### src/rtl/regfile_wb_arbiter.sv
// regfile_wb_arbiter: round-robin arbiter for two writeback requesters onto one register-file write port
// Ports: clk, reset (sync, active-high), hold (stall), req_valid/req_reg0/1/req_data0/1 (requests),
//   req_ready (combinational one-hot grant), wr_en/wr_addr/wr_data/wr_dec (registered write port), prio (debug).
// Optional: ZERO_REG_SUPPRESS_EN drops the registered write to register NUM_REGS-1 while still accepting it.
module regfile_wb_arbiter #(
  parameter int DATA_WIDTH = 64,
  parameter int ADDR_WIDTH = 5,
  parameter int NUM_REGS   = 32
) (
  input  logic                  clk,
  input  logic                  reset,
  input  logic                  hold,
  input  logic [1:0]            req_valid,
  input  logic [ADDR_WIDTH-1:0] req_reg0,
  input  logic [ADDR_WIDTH-1:0] req_reg1,
  input  logic [DATA_WIDTH-1:0] req_data0,
  input  logic [DATA_WIDTH-1:0] req_data1,
  output logic [1:0]            req_ready,
  output logic                  wr_en,
  output logic [ADDR_WIDTH-1:0] wr_addr,
  output logic [DATA_WIDTH-1:0] wr_data,
  output logic [NUM_REGS-1:0]   wr_dec,
  output logic                  prio
);
`ifdef ZERO_REG_SUPPRESS_EN
  localparam bit SUPPRESS = 1'b1;
`else
  localparam bit SUPPRESS = 1'b0;
`endif
  logic                  prio_q, prio_d;
  logic                  wr_en_q, wr_en_d;
  logic [ADDR_WIDTH-1:0] wr_addr_q, wr_addr_d;
  logic [DATA_WIDTH-1:0] wr_data_q, wr_data_d;
  logic [NUM_REGS-1:0]   wr_dec_q, wr_dec_d;
  logic                  fire, gsel;
  logic [ADDR_WIDTH-1:0] gaddr;
  logic [DATA_WIDTH-1:0] gdata;
  always_comb begin
    req_ready = (reset || hold) ? 2'b00
              : (req_valid == 2'b11) ? (prio_q ? 2'b10 : 2'b01)
              : req_valid;
    fire      = |(req_valid & req_ready);
    gsel      = req_ready[1];
    gaddr     = gsel ? req_reg1 : req_reg0;
    gdata     = gsel ? req_data1 : req_data0;
    prio_d    = fire ? ~gsel : prio_q;
    // an accepted write to the last register can be swallowed here without disturbing the handshake
    wr_en_d   = fire && !(SUPPRESS && gaddr == ADDR_WIDTH'(NUM_REGS-1));
    wr_addr_d = wr_en_d ? gaddr : wr_addr_q;
    wr_data_d = wr_en_d ? gdata : wr_data_q;
    wr_dec_d  = wr_en_d ? (NUM_REGS'(1) << gaddr) : '0;
  end
  always_ff @(posedge clk) begin
    if (reset) begin
      prio_q    <= 1'b0;
      wr_en_q   <= 1'b0;
      wr_addr_q <= '0;
      wr_data_q <= '0;
      wr_dec_q  <= '0;
    end else begin
      prio_q    <= prio_d;
      wr_en_q   <= wr_en_d;
      wr_addr_q <= wr_addr_d;
      wr_data_q <= wr_data_d;
      wr_dec_q  <= wr_dec_d;
    end
  end
  assign prio    = prio_q;
  assign wr_en   = wr_en_q;
  assign wr_addr = wr_addr_q;
  assign wr_data = wr_data_q;
  assign wr_dec  = wr_dec_q;
endmodule

### config.mk
export PLATFORM = sky130hd
export DESIGN_NAME = regfile_wb_arbiter
export DESIGN_NICKNAME = d
export VERILOG_FILES = /design/src/rtl/regfile_wb_arbiter.sv
export SDC_FILE = /design/constraint.sdc
export NUM_CORES = 1
export LEC_CHECK = 0
export BUFFER_PORTS_ARGS = -buffer_cell sky130_fd_sc_hd__buf_2
export CORE_MARGIN = 8
export CORE_UTILIZATION = 45
export DETAILED_ROUTE_END_ITERATION = 8
export PLACE_DENSITY_LB_ADDON = 0.05
export SLEW_MARGIN = 10
export SYNTH_ARGS = -nofsm -noshare
export SYNTH_HDL_FRONTEND = slang
export SYNTH_SLANG_ARGS = --single-unit
### constraint.sdc
create_clock -name clk -period 3.1 [get_ports clk]
set_input_delay 0.62 -clock clk [delete_from_list [all_inputs] [get_ports clk]]
set_output_delay 0.62 -clock clk [all_outputs]
set_load 0.05 [all_outputs]
Word level (Yosys, flattened, before mapping)
Index checks and enable logic that the tools add are counted.

ROM bits: 0. Latch bits: 0. Output and inout port bits: 105. Memories kept: 0. Flip-flop bits (word level): 103. Memory bits (writable): 0. Bits of input ports: 143. Logic and storage cells: 18.

Div/mod/pow operators: 0. Multiplexer cells: 5. Multipliers: 0. Reduce and logical (&&, ||, !) cells: 3. Shift operators: 1. Bitwise operators: 3. Add/sub/neg operators: 0. Equal/unequal tests: 1. Magnitude comparators: 0.

Operator list (count): 2-to-1 mux 64 bit (1); << shifter 1 x 5 -> 32 bit (first input constant) (1); 2-to-1 mux 2 bit (3); 2-to-1 mux 5 bit (1); OR reduction 2 bit (2); AND 2 bit (1); equality test 2 bit (second input constant) (1); inverter 1 bit (2); logical OR 1 bit (1).

Longest topological paths before layout
Depth in word-level cells: 7. Mapped depth: 8.

Least setup slack after synthesis
Ideal clock, no wire load.

Path type: register -> output. Start point: register prio_q, in the netlist prio. End point: output port req_ready[1]. Stages on the path, launching flop included: 6. Path buffers: 2. Required time: 2.480 ns. Path slack: 0.841 ns. Arrival: 1.639 ns. Cells stage by stage: dfxtp_1 -> nand2b_4 -> buf_12 -> nand3_4 -> buf_12 -> inv_1.

Longest elaborated chain between the ends: 3.

Ends and longest elaborated chain: start: declaration (RTL line 30) `logic prio_q, prio_d;`; start signal: assignment (RTL line 61) `prio_q <= prio_d;`; 2-to-1 mux 2 bit (2 in series) (RTL line 40) `: (req_valid == 2'b11) ? (prio_q ? 2'b10 : 2'b01)`; 2-to-1 mux 2 bit (RTL line 39) `req_ready = (reset || hold) ? 2'b00`; end: declaration (RTL line 18) `output logic [1:0] req_ready,`.

Every way passes these cells.

Worst setup path after layout
Start point: input port reset. End point: output port req_ready[0].

Longest elaborated chain between the ends: 2.

Ends and longest elaborated chain: start: declaration (RTL line 11) `input logic reset,`; logical OR 1 bit (RTL line 39); 2-to-1 mux 2 bit (RTL line 39).

Every way passes these cells.

==> results by group <==
Placed design
  – Gpl congestion: roughly 0.84
  – Hpwl dp: around 11000 um
  – I/O Buffers: between 200 and 250
  – DP Area: 0.00594 mm^2
  – Placed cell count: about 800
  – Pre-CTS setup slack: around 0.93 ns

Power and ir drop
  – Worst IR Drop VDD: 282 uV
  – Total design power: 2.92 mW
  – Power per cell area: ~480 mW/mm^2
  – P_leak: between 3 and 4 nW

Floorplan
  – Core Box Area: around 0.010 mm^2
  – Die H: between 100 and 150 um
  – Initial cell density of the core: 46.2%
  – Die W: about 120 um
  – Std-Cell Rows: 37
  – Total die area: 0.0141 mm^2
  – Top Ports: ~250

Hold path
  – Hold Path Class: reg -> reg

Critical path
  – Req. time, crit path: between 2 and 2.5 ns
  – R2r setup slk: between 1 and 1.5 ns
  – Critical Path End Type: output pin
  – Nature of the critical path startpoint: input port
  – Crit-path max FO: 5
  – Worst setup path class: in -> out
  – Arr. time, crit path: around 1.5 ns

STA
  – Clock skew: 0.0133 ns
  – Slew margin rel.: between 40% and 50%
  – Final period utilization: between 60% and 70%
  – Slew @ Worst Pin: between 0.7 and 0.8 ns
  – Final setup TNS: 0 ns
  – Final Setup Violations: 0
  – Final Hold Fails: 0
  – RSZ-0062 raised after global routing: no
  – Worst setup margin: about 0.98 ns
  – Fmax: approximately 0.47 GHz
  – Fin crit period: 2.12 ns
  – Max-slew violation total from the final report: 0

Global route
  – Total track usage: approximately a fifth
  – First-pass GRT wire length: approximately 22000 um
  – GRT overflow: 0
  – Vias in the first global route: between 4k and 5k
  – Largest net degree at the start of global routing: roughly 130
  – Initial antenna violation count: 0

Clock tree
  – Clk pin slew, worst setup/hold paths: about 0.11 ns
  – Clk sinks: 103
  – Number of H-tree levels: 3
  – Max clock buf depth: 2
  – Setup Fix Bufs, Post-CTS: 0
  – Worst skew pair latency: about 0.36 ns
  – Post-CTS Hold Buffers: 0
  – # resized after CTS: 0
  – CTS tree: yes
  – Cts bufs inserted: 9
  – Clk root buf: clkbuf_8

Final layout
  – Share of cells above drive strength 1: 43.4%
  – Fillers: between 900 and 1k
  – Final Instance Area: about 0.0061 mm^2
  – Layout area overhead: 28.0%
  – Final Non-Filler Cells: 829
  – Final net count: about 830
  – Ant. Diodes: 0

Route
  – Total wire length: 13800 um
  – DRC viols: 0
  – DR vias/cell: roughly 5.1
  – Routed length per instance: 16.6 um
  – DRT iter0 DRCs: 216
  – Pre-antenna DRT Iters: 5
  – DRT antenna net count: 0
  – Vias post-DR: 4208

Yosys
  – Area contributors post-synth: dfxtp_1, mux2i_1, nand3b_1
  – Yosys top cell area share: a little over two fifths
  – Seq/Total Area, Yosys: a little over two fifths
  – Synthesis Warnings: 0
  – Synthesized area per cell: 10.1 um^2
  – Post-Synthesis Cell Area: between 0.004 and 0.005 mm^2
  – Post-synth top area cell: dfxtp_1
  – Post-synthesis cell count: 470
  – #FFs+latches synth: just over 100
  – Yosys cell types: 46
  – Syn nets: about 600

Job
  – Max-Cap Viols: 0

Run status
  – Status: finished, final reports clean
==> placed cells by master (no fill, tap or decap), types with 2 or more instances in the layout <==
cell type / instances
buf_2: 247
dfxtp_1: 103
mux2i_1: 61
nand3b_1: 59
nor2_1: 36
o21ai_1: 34
o21ai_0: 29
nand2_1: 26
clkbuf_8: 9
a311oi_2: 8
nor4b_1: 7
nor2b_1: 6
a21oi_1: 5
nor3_1: 5
a211oi_1: 4
nor4_1: 4
nor3b_2: 4
inv_1: 3
mux2i_4: 3
nor3b_1: 3
buf_4: 3
mux2_4: 2
inv_2: 2
a41oi_2: 2
a2111oi_4: 2
a311oi_1: 2
clkinv_2: 2
buf_12: 2
==> cell families (layout without fill, tap and decap cells) <==
kind of cell	count (synthesis)	count (layout)	synth area share, %
AND/OR/NAND/NOR	161	161	21.4
multiplexers	67	67	15.1
flip-flops	103	103	43.2
AO/OA/AOI/OAI	90	90	13.4
buffers and inverters	49	272	6.90
==> cell usage after synthesis (all sizes together) <==
cell	instances
nand2b	2
and4bb	1
inv	5
a311oi	10
buf	26
nor4b	7
o2bb2ai	1
and3b	1
nand3b	59
nor4	4
mux2	2
nand2	27
mux2i	65
nand3	2
a211oi	4
a21o	1
nor2b	6
clkbuf	18
a21oi	6
a2111oi	2
nor3b	7
a41oi	2
and4	1
o21ai	64
dfxtp	103
nor2	38
nor3	6
==> state kept, by name, summed over array words and instances, names as in the netlist <==
register and count:
wr_en 1, wr_dec 32, prio 1, wr_data 64, wr_addr 5
==> path summary, 6_finish.rpt <==
kind             endpoint  cells past startpoint  startpoint
min reg2reg    wr_addr[4]                      1  wr_addr[4]
min            wr_addr[4]                      1  wr_addr[4]
max          req_ready[0]                      5       reset
max reg2reg    wr_data[6]                      5        prio
==> worst max-delay path, stage by stage <==
cell	delay, ns
buf_2	0.13
nor2_4	0.21
nand2_1	0.08
a21oi_1	0.16
buf_2	0.30
==> final cells by class <==
| class | instances | area, um^2 | share of cell area [%] |
|---|---|---|---|
| clock buffer | 10 | 128 | 2.09 |
| clock inverter | 5 | 35.0 | 0.574 |
| inverter | 5 | 18.8 | 0.308 |
| multi-input combinational | 318 | 2390 | 39.2 |
| sequential | 103 | 2060 | 33.8 |
| tap | 136 | 170 | 2.79 |
| timing repair buffer | 252 | 1300 | 21.3 |
==> per-stage QoR <==
stage | hold slack [ns] | util (%)
finish | 0.471 | 59.1
global route | 0.504 | 59.1
CTS | 0.473 | 59.1
detailed placement | 0.448 | 57.5
global placement | 0.447 | 57.5
floorplan | 0.696 | -
==> power breakdown <==
group	switching, mW	total (mW)	internal [mW]
Clock	0.452	0.742	0.290
Sequential	0.0346	1.43	1.40
Combinational	0.511	0.752	0.242
==> routing by layer <==
layer	track usage, %	wire [um]
met2	33.5	7030
met3	7.75	1200
met5	0	0
met1	20.2	5420
met4	4.98	127
No activity file was read; power rests on OpenSTA's default activity.
